### src/rtl/branch_predictor_pkg.sv
// Shared types and constants for the fetch-side branch predictor.
package branch_predictor_pkg;

  // Two-bit saturating direction counter; bit 1 set means "predict taken".
  typedef enum logic [1:0] {
    SNT = 2'b00,
    WNT = 2'b01,
    WT  = 2'b10,
    ST  = 2'b11
  } ctr_e;

  // Control part of a table entry; this is all that reset touches.
  typedef struct packed {
    logic valid;
    ctr_e ctr;
  } entry_ctl_t;

  localparam entry_ctl_t ENTRY_INIT = '{valid: 1'b0, ctr: WNT};

  // PCs are word aligned, so the index starts above the byte offset and
  // the tag sits directly above the index.
  localparam int PC_IDX_LSB   = 2;
  localparam int DEF_IDX_BITS = 4;
  localparam int DEF_TAG_BITS = 8;

  function automatic int tag_lsb(input int idx_bits);
    return PC_IDX_LSB + idx_bits;
  endfunction

endpackage

### src/rtl/branch_predictor_if.sv
// Pipeline-facing signals of the branch predictor: IF lookup and ID resolve.
interface branch_predictor_if;
  logic [31:0] if_pc;
  logic        pred_taken;
  logic [31:0] pred_target;
  logic        stall;
  logic        ext_flush;
  logic        id_branch;
  logic        id_taken;
  logic [31:0] id_target;
  logic        mispredict;
  logic [31:0] redirect_pc;

  // Pipeline side: supplies fetch PC and resolved outcomes.
  modport master (
    output if_pc, stall, ext_flush, id_branch, id_taken, id_target,
    input  pred_taken, pred_target, mispredict, redirect_pc
  );

  // Predictor side.
  modport slave (
    input  if_pc, stall, ext_flush, id_branch, id_taken, id_target,
    output pred_taken, pred_target, mispredict, redirect_pc
  );
endinterface

### src/rtl/branch_predictor_bp_table.sv
// Direct-mapped history/target table: two combinational read ports
// (IF lookup, ID resolve) and one synchronous write port.
module bp_table
  import branch_predictor_pkg::*;
#(
  parameter int IDX_BITS = DEF_IDX_BITS,
  parameter int TAG_BITS = DEF_TAG_BITS
) (
  input  logic                clk,
  input  logic                reset,
  input  logic [IDX_BITS-1:0] rd0_idx,
  input  logic [TAG_BITS-1:0] rd0_tag,
  output logic                rd0_hit,
  output ctr_e                rd0_ctr,
  output logic [31:0]         rd0_target,
  input  logic [IDX_BITS-1:0] rd1_idx,
  input  logic [TAG_BITS-1:0] rd1_tag,
  output logic                rd1_hit,
  output ctr_e                rd1_ctr,
  output logic [31:0]         rd1_target,
  input  logic                wr_en,
  input  logic [IDX_BITS-1:0] wr_idx,
  input  logic                wr_valid,
  input  logic [TAG_BITS-1:0] wr_tag,
  input  logic [31:0]         wr_target,
  input  ctr_e                wr_ctr
);

  localparam int ENTRIES = 1 << IDX_BITS;

  logic [ENTRIES-1:0]  valid_q, valid_d;
  ctr_e                ctr_q    [ENTRIES];
  ctr_e                ctr_d    [ENTRIES];
  logic [TAG_BITS-1:0] tag_q    [ENTRIES];
  logic [TAG_BITS-1:0] tag_d    [ENTRIES];
  logic [31:0]         target_q [ENTRIES];
  logic [31:0]         target_d [ENTRIES];

  // Read ports observe the stored state only; a same-cycle write is not bypassed.
  always_comb begin
    rd0_hit    = valid_q[rd0_idx] && (tag_q[rd0_idx] == rd0_tag);
    rd0_ctr    = ctr_q[rd0_idx];
    rd0_target = target_q[rd0_idx];
    rd1_hit    = valid_q[rd1_idx] && (tag_q[rd1_idx] == rd1_tag);
    rd1_ctr    = ctr_q[rd1_idx];
    rd1_target = target_q[rd1_idx];
  end

  // Single write port: replace the whole addressed entry.
  always_comb begin
    valid_d  = valid_q;
    ctr_d    = ctr_q;
    tag_d    = tag_q;
    target_d = target_q;
    if (wr_en) begin
      valid_d[wr_idx]  = wr_valid;
      ctr_d[wr_idx]    = wr_ctr;
      tag_d[wr_idx]    = wr_tag;
      target_d[wr_idx] = wr_target;
    end
  end

  // Valid bits and counters are control state and are cleared asynchronously.
  always_ff @(posedge clk or posedge reset) begin
    if (reset) begin
      valid_q <= {ENTRIES{ENTRY_INIT.valid}};
      for (int i = 0; i < ENTRIES; i++) ctr_q[i] <= ENTRY_INIT.ctr;
    end else begin
      valid_q <= valid_d;
      ctr_q   <= ctr_d;
    end
  end

  // Tags and targets are only meaningful behind a valid bit, so no reset.
  always_ff @(posedge clk) begin
    tag_q    <= tag_d;
    target_q <= target_d;
  end

endmodule

### src/rtl/branch_predictor.sv
// Fetch-side branch predictor: predicts in IF, carries the prediction into
// ID, checks it against the resolved outcome and trains the table.
module branch_predictor
  import branch_predictor_pkg::*;
#(
  parameter int IDX_BITS = DEF_IDX_BITS,
  parameter int TAG_BITS = DEF_TAG_BITS
) (
  input  logic              clk,
  input  logic              reset,
  branch_predictor_if.slave bus
);

  localparam int TAG_LSB = tag_lsb(IDX_BITS);

  function automatic ctr_e ctr_sat_inc(input ctr_e c);
    return (c == ST) ? ST : ctr_e'(c + 2'd1);
  endfunction

  function automatic ctr_e ctr_sat_dec(input ctr_e c);
    return (c == SNT) ? SNT : ctr_e'(c - 2'd1);
  endfunction

  logic                r_valid_q, r_valid_d;
  logic [31:0]         r_pc_q, r_pc_d;
  logic                r_pred_taken_q, r_pred_taken_d;
  logic [31:0]         r_pred_target_q, r_pred_target_d;

  logic [IDX_BITS-1:0] if_idx, r_idx;
  logic [TAG_BITS-1:0] if_tag, r_tag;
  logic                if_hit, r_hit;
  ctr_e                if_ctr, r_ctr;
  logic [31:0]         if_target, r_target;

  logic                pred_taken;
  logic [31:0]         pred_target;
  logic                resolve;
  logic                mispredict;
  logic [31:0]         redirect_pc;

  logic                wr_en;
  logic                wr_valid;
  ctr_e                wr_ctr;
  logic [31:0]         wr_target;

  assign if_idx = bus.if_pc[PC_IDX_LSB +: IDX_BITS];
  assign if_tag = bus.if_pc[TAG_LSB +: TAG_BITS];
  assign r_idx  = r_pc_q[PC_IDX_LSB +: IDX_BITS];
  assign r_tag  = r_pc_q[TAG_LSB +: TAG_BITS];

  bp_table #(
    .IDX_BITS (IDX_BITS),
    .TAG_BITS (TAG_BITS)
  ) u_table (
    .clk        (clk),
    .reset      (reset),
    .rd0_idx    (if_idx),
    .rd0_tag    (if_tag),
    .rd0_hit    (if_hit),
    .rd0_ctr    (if_ctr),
    .rd0_target (if_target),
    .rd1_idx    (r_idx),
    .rd1_tag    (r_tag),
    .rd1_hit    (r_hit),
    .rd1_ctr    (r_ctr),
    .rd1_target (r_target),
    .wr_en      (wr_en),
    .wr_idx     (r_idx),
    .wr_valid   (wr_valid),
    .wr_tag     (r_tag),
    .wr_target  (wr_target),
    .wr_ctr     (wr_ctr)
  );

  // IF lookup: taken only on a tag hit with the counter in a taken state.
  always_comb begin
    pred_taken  = if_hit && if_ctr[1];
    pred_target = pred_taken ? if_target : bus.if_pc + 32'd4;
  end

  // ID resolution: a stalled or empty record never flags a mispredict.
  always_comb begin
    resolve    = r_valid_q && !bus.stall;
    mispredict = 1'b0;
    if (resolve) begin
      if (bus.id_branch) begin
        mispredict = (bus.id_taken != r_pred_taken_q) ||
                     (bus.id_taken && (bus.id_target != r_pred_target_q));
      end else if (r_pred_taken_q) begin
        mispredict = 1'b1;
      end
    end
    redirect_pc = (bus.id_branch && bus.id_taken) ? bus.id_target : r_pc_q + 32'd4;
  end

  // Table training, re-reading the entry at resolve time so back-to-back
  // resolutions of the same branch see each other's updates.
  always_comb begin
    wr_en     = 1'b0;
    wr_valid  = 1'b1;
    wr_ctr    = r_ctr;
    wr_target = r_target;
    if (resolve) begin
      if (bus.id_branch) begin
        if (r_hit) begin
          wr_en = 1'b1;
          if (bus.id_taken) begin
            wr_ctr    = ctr_sat_inc(r_ctr);
            wr_target = bus.id_target;
          end else begin
            wr_ctr = ctr_sat_dec(r_ctr);
          end
        end else if (bus.id_taken) begin
          wr_en     = 1'b1;
          wr_ctr    = WT;
          wr_target = bus.id_target;
        end
      end else if (r_pred_taken_q) begin
        // A non-branch matched this entry: drop it.
        wr_en    = 1'b1;
        wr_valid = 1'b0;
      end
    end
  end

  // IF/ID prediction record: flush beats stall beats capture.
  always_comb begin
    r_valid_d       = r_valid_q;
    r_pc_d          = r_pc_q;
    r_pred_taken_d  = r_pred_taken_q;
    r_pred_target_d = r_pred_target_q;
    if (bus.ext_flush || mispredict) begin
      r_valid_d = 1'b0;
    end else if (!bus.stall) begin
      r_valid_d       = 1'b1;
      r_pc_d          = bus.if_pc;
      r_pred_taken_d  = pred_taken;
      r_pred_target_d = pred_target;
    end
  end

  // Record registers with asynchronous reset.
  always_ff @(posedge clk or posedge reset) begin
    if (reset) begin
      r_valid_q       <= 1'b0;
      r_pc_q          <= 32'd0;
      r_pred_taken_q  <= 1'b0;
      r_pred_target_q <= 32'd0;
    end else begin
      r_valid_q       <= r_valid_d;
      r_pc_q          <= r_pc_d;
      r_pred_taken_q  <= r_pred_taken_d;
      r_pred_target_q <= r_pred_target_d;
    end
  end

  assign bus.pred_taken  = pred_taken;
  assign bus.pred_target = pred_target;
  assign bus.mispredict  = mispredict;
  assign bus.redirect_pc = redirect_pc;

endmodule

### src/flat_wrapper.sv
// flat-port wrapper written by rule: the top's interface ports become plain ports
module branch_predictor_flat import branch_predictor_pkg::*;
#(
  parameter int IDX_BITS = DEF_IDX_BITS,
  parameter int TAG_BITS = DEF_TAG_BITS
)
  (clk, reset, bus_if_pc, bus_stall, bus_ext_flush, bus_id_branch, bus_id_taken, bus_id_target, bus_pred_taken, bus_pred_target, bus_mispredict, bus_redirect_pc);
  branch_predictor_if bus_i ();
  input  logic clk;
  input  logic reset;
  input wire logic [$bits(bus_i.if_pc)-1:0] bus_if_pc;
  input wire logic [$bits(bus_i.stall)-1:0] bus_stall;
  input wire logic [$bits(bus_i.ext_flush)-1:0] bus_ext_flush;
  input wire logic [$bits(bus_i.id_branch)-1:0] bus_id_branch;
  input wire logic [$bits(bus_i.id_taken)-1:0] bus_id_taken;
  input wire logic [$bits(bus_i.id_target)-1:0] bus_id_target;
  output wire logic [$bits(bus_i.pred_taken)-1:0] bus_pred_taken;
  output wire logic [$bits(bus_i.pred_target)-1:0] bus_pred_target;
  output wire logic [$bits(bus_i.mispredict)-1:0] bus_mispredict;
  output wire logic [$bits(bus_i.redirect_pc)-1:0] bus_redirect_pc;
  assign bus_i.if_pc = bus_if_pc;
  assign bus_i.stall = bus_stall;
  assign bus_i.ext_flush = bus_ext_flush;
  assign bus_i.id_branch = bus_id_branch;
  assign bus_i.id_taken = bus_id_taken;
  assign bus_i.id_target = bus_id_target;
  assign bus_pred_taken = bus_i.pred_taken;
  assign bus_pred_target = bus_i.pred_target;
  assign bus_mispredict = bus_i.mispredict;
  assign bus_redirect_pc = bus_i.redirect_pc;
  branch_predictor #(.IDX_BITS(IDX_BITS), .TAG_BITS(TAG_BITS)) u_core (.clk(clk), .reset(reset), .bus(bus_i));
endmodule
### config.mk
export PLATFORM = sky130hd
export DESIGN_NAME = branch_predictor_flat
export DESIGN_NICKNAME = d
export VERILOG_FILES = /design/src/rtl/branch_predictor_pkg.sv /design/src/rtl/branch_predictor_if.sv /design/src/rtl/branch_predictor_bp_table.sv /design/src/rtl/branch_predictor.sv /design/src/flat_wrapper.sv
export SDC_FILE = /design/constraint.sdc
export NUM_CORES = 1
export LEC_CHECK = 0
export ABC_CLOCK_PERIOD_IN_PS = 6400
export CORE_UTILIZATION = 64
export DETAILED_ROUTE_END_ITERATION = 7
export DONT_BUFFER_PORTS = 1
export GPL_TIMING_DRIVEN = 1
export PLACE_DENSITY = 0.77
export REMOVE_ABC_BUFFERS = 1
export SYNTH_ARGS = -nofsm -noshare
export SYNTH_HDL_FRONTEND = slang
export SYNTH_SLANG_ARGS = --single-unit
### constraint.sdc
create_clock -name clk -period 6.4 [get_ports clk]
set_clock_uncertainty 0.1 [all_clocks]
set_input_delay 0.32 -clock clk [delete_from_list [all_inputs] [get_ports clk]]
set_output_delay 0.32 -clock clk [all_outputs]
set_load 0.01 [all_outputs]
==> summary.txt <==
CTS
  – Clock network latency to the later pin of the worst-skew pair: 0.64 ns
  – Clock Root Buffer: sky130_fd_sc_hd__clkbuf_16
  – Depth of the CTS H-tree: 3
  – Post-cts hold buffer count: 35
  – TritonCTS Sinks: 754
  – Count of instances resized after the clock tree is built: 0
  – CTS tree: yes
  – Clock-pin slew on the worst setup and hold paths: 0.06 ns
  – Setup Buffers After CTS: 0
  – Clock Tree Buf Depth: 3
  – TritonCTS buffer count: 79

Timing
  – Setup-failing EPs final: 0
  – Slew Viols, Final: 0
  – Peak clock frequency supported by timing: 191.3 MHz
  – Post-route setup slack: 1.174 ns
  – Worst hold margin: 0.02656 ns
  – Worst slew margin: 17.71%
  – Share of the clock period used by the worst path: 81.66%
  – Setup repair after global routing missed its margin: no
  – Pin slew with the least headroom to its limit: 1.200 ns
  – Final Hold Violating Endpoints: 0
  – Minimum clock period after layout: 5.226 ns

Detailed routing
  – Average routed wire per standard cell: 37.48 um
  – Total via count in the routed design: 21620
  – Post-detailed-route via-to-cell ratio: 7.683
  – First-pass detailed-route iteration total: 7
  – Overall routed net length: 105500 um
  – Drt initial violations: 2855
  – DRC violation count after routing: 0
  – Remaining antenna violation count: 0

Synthesis
  – Library cell with the highest instance count after synthesis: sky130_fd_sc_hd__edfxtp_1
  – Fraction of the mapped netlist area in simple logic gates: 3.128%
  – Proportion of synthesized chip area in sequential cells: 59.76%
  – Largest family of logic cells by synthesized area: multiplexers
  – Flop and latch count out of synthesis: 754
  – Post-synth top flop: sky130_fd_sc_hd__edfxtp_1
  – Cell variety after synth: 64
  – Post-Synthesis Cell Area: 36970 sq um
  – Syn Area/Cell: 18.73 sq um
  – Fraction of registers with async set or reset after synthesis: 15.12%
  – Cell type contributing the most total cell area after synthesis: sky130_fd_sc_hd__edfxtp_1
  – Gate Count Post-Synth: 1974
  – Yosys Warn Count: 0
  – Commonest cells in the synthesized netlist: sky130_fd_sc_hd__edfxtp_1 (640), sky130_fd_sc_hd__mux4_2 (389), sky130_fd_sc_hd__mux2_2 (118)
  – Share of the synthesized area in compound gates (AO/OA/AOI/OAI): 2.488%
  – Top cells by area in the synthesized netlist: sky130_fd_sc_hd__edfxtp_1 (52%), sky130_fd_sc_hd__mux4_2 (24%), sky130_fd_sc_hd__dfrtp_1 (6.6%), sky130_fd_sc_hd__mux2_2 (3.6%), sky130_fd_sc_hd__xor2_1 (1.4%)
  – Post-synth EDFFs: 640
  – Adder and majority cell fraction of the synthesized area: 0.1963%
  – Synth Area in XOR/XNOR: 2.464%
  – Fraction of synthesized area in multiplexers: 29.97%
  – Fraction of synthesized cell area taken by the top area cell type: 51.99%

Placement
  – IO Port Bufs: 0
  – Post-DP Area: 37880 sq um
  – Setup Slack @ Placement: 1.418 ns
  – Detailed Place HPWL: 60230 um
  – GP Congestion: 0.9519

Global route
  – Total overflow reported by the global router: 0
  – Aggregate global-route resource usage: 36.76%
  – Wire length of the first global-routing pass: 153100 um
  – Number of global-route vias before repair: 21990
  – Maximum number of pins on one net before global-route repair: 173
  – Antenna violations before repair: 3

Power
  – Power Density: 304.7 nW/um^2
  – Max IR drop VDD: 268.2 uV
  – Leakage Power: 0.01346 uW

Floorplanning
  – Vertical die dimension: 242.3 um
  – Effective utilization at floorplan: 65.18%
  – Overall die area: 58720 sq um
  – Number of top-level pins: 136
  – Count of standard-cell rows: 87
  – Width of the chip: 242.3 um
  – Core Region: 56710 sq um

Worst setup path
  – Element type at the critical path end: output port
  – Maximum fanout count along the critical path: 29
  – CP Class: flop to output port
  – Data arrival at the endpoint of the critical path: 4.81 ns
  – Worst R2R Path Depth: 9
  – Crit-path slowest cell: sky130_fd_sc_hd__nand4_4
  – Required time of the critical path: 5.98 ns
  – Startpoint kind of the worst setup timing path: flop
  – Slowest Stage Delay on Critical Path: 0.92 ns
  – Cell-by-cell listing of the critical path: mux4_1, mux4_2, xnor2_1, nand2_1, nor4_2, nand4_4, buf_4, mux2_4

Finish
  – Area growth from synthesis to layout: 10.63%
  – Area used by sequential logic in the layout: 22100 sq um
  – Fraction of layout instances using a drive strength above 1: 36.35%
  – Final standard cell utilization of the core: 72.11%
  – Count of fill cells added during filler insertion: 3279
  – Area of combinational cells with multiple inputs: 14250 sq um
  – Final net count: 2069
  – Antenna diode instance count: 0
  – Final instance area: 40900 sq um

Flow run
  – Reported max-cap violation count: 0

Min path
  – Worst hold path class: primary input to flop
  – Cell depth of the worst min-delay path: 3

Outcome
  – Status: finished, final reports clean
==> cells in the final DEF, fill, tap and decap left out, types with 29 or more instances in the layout <==
master,instances
sky130_fd_sc_hd__clkbuf_16,88
sky130_fd_sc_hd__xnor2_1,45
sky130_fd_sc_hd__nand2_1,87
sky130_fd_sc_hd__xor2_1,59
sky130_fd_sc_hd__dfrtp_1,95
sky130_fd_sc_hd__mux4_2,389
sky130_fd_sc_hd__edfxtp_1,640
sky130_fd_sc_hd__mux2_2,118
sky130_fd_sc_hd__nand3_1,29
sky130_fd_sc_hd__dlygate4sd3_1,35
sky130_fd_sc_hd__o21ai_0,51
sky130_fd_sc_hd__buf_4,35
sky130_fd_sc_hd__mux2_4,29
==> routing by layer <==
metal  up-vias  global-route usage (%)  routed length, um
met1     11350                   50.26              37440
met2      1676                   57.52              50770
met3       297                   7.921              11950
li1       8295                       -                  -
met5         -                       0                  0
met4         0                   17.09               5316
==> cells by family (layout without fill, tap and decap cells) <==
group / count (synthesis) / count (layout)
compound gates: 140 / 140
xor+xnor: 104 / 104
fa+ha+maj: 6 / 6
buf+inv: 173 / 257
flops: 754 / 754
mux: 570 / 570
simple gates: 227 / 227
==> metrics by stage <==
step,power (uW),setup TNS [ns],std cells
floorplan,7382,-3465.07,1833
finish,12460,0,2814
global route,12750,0,2814
CTS,12450,0,2814
global placement,7722,0,2634
detailed placement,7781,0,2634
==> state kept, by name, summed over array words and instances (netlist names) <==
register and count:
u_core.r_pred_target_q 32, u_core.r_valid_q 1, u_core.u_table.ctr_q 32, u_core.u_table.valid_q 16, u_core.u_table.tag_q 128, u_core.r_pred_taken_q 1, u_core.u_table.target_q 512, u_core.r_pc_q 32
==> where the power goes <==
| part | total (uW) | internal, uW | switching, uW |
|---|---|---|---|
| Sequential | 5920 | 5760 | 160 |
| Clock | 4720 | 2780 | 1940 |
| Combinational | 1830 | 812 | 1010 |
==> critical path, delay by kind of cell, from the launching register on <==
family | cells | cell delay (ns)
flops | 1 | 0.43
mux | 3 | 1.44
buf+inv | 1 | 0.53
simple gates | 3 | 1.50
xor+xnor | 1 | 0.20
==> final cells by class <==
cell class,count,area share [%]
timing repair buffer,80,1.989
sequential,754,54.04
tap,756,2.313
inverter,32,0.3090
clock buffer,112,5.776
multi-input combinational,1047,34.83
clock inverter,33,0.7343
==> path summary, 6_finish.rpt <==
path                                          start                            to  slack (ns)
max in group asynchronous                     reset              u_core.r_pc_q[4]        4.51
min reg2reg                        u_core.r_pc_q[1]              u_core.r_pc_q[1]        0.40
max reg2reg                        u_core.r_pc_q[3]  u_core.u_table.target_q[245]        1.42
max                        u_core.u_table.tag_q[22]           bus_pred_target[27]        1.17
min in group asynchronous                     reset    u_core.r_pred_target_q[27]        0.16
min                                   bus_if_pc[11]    u_core.r_pred_target_q[11]        0.03
(Power assumes the default switching activity.)
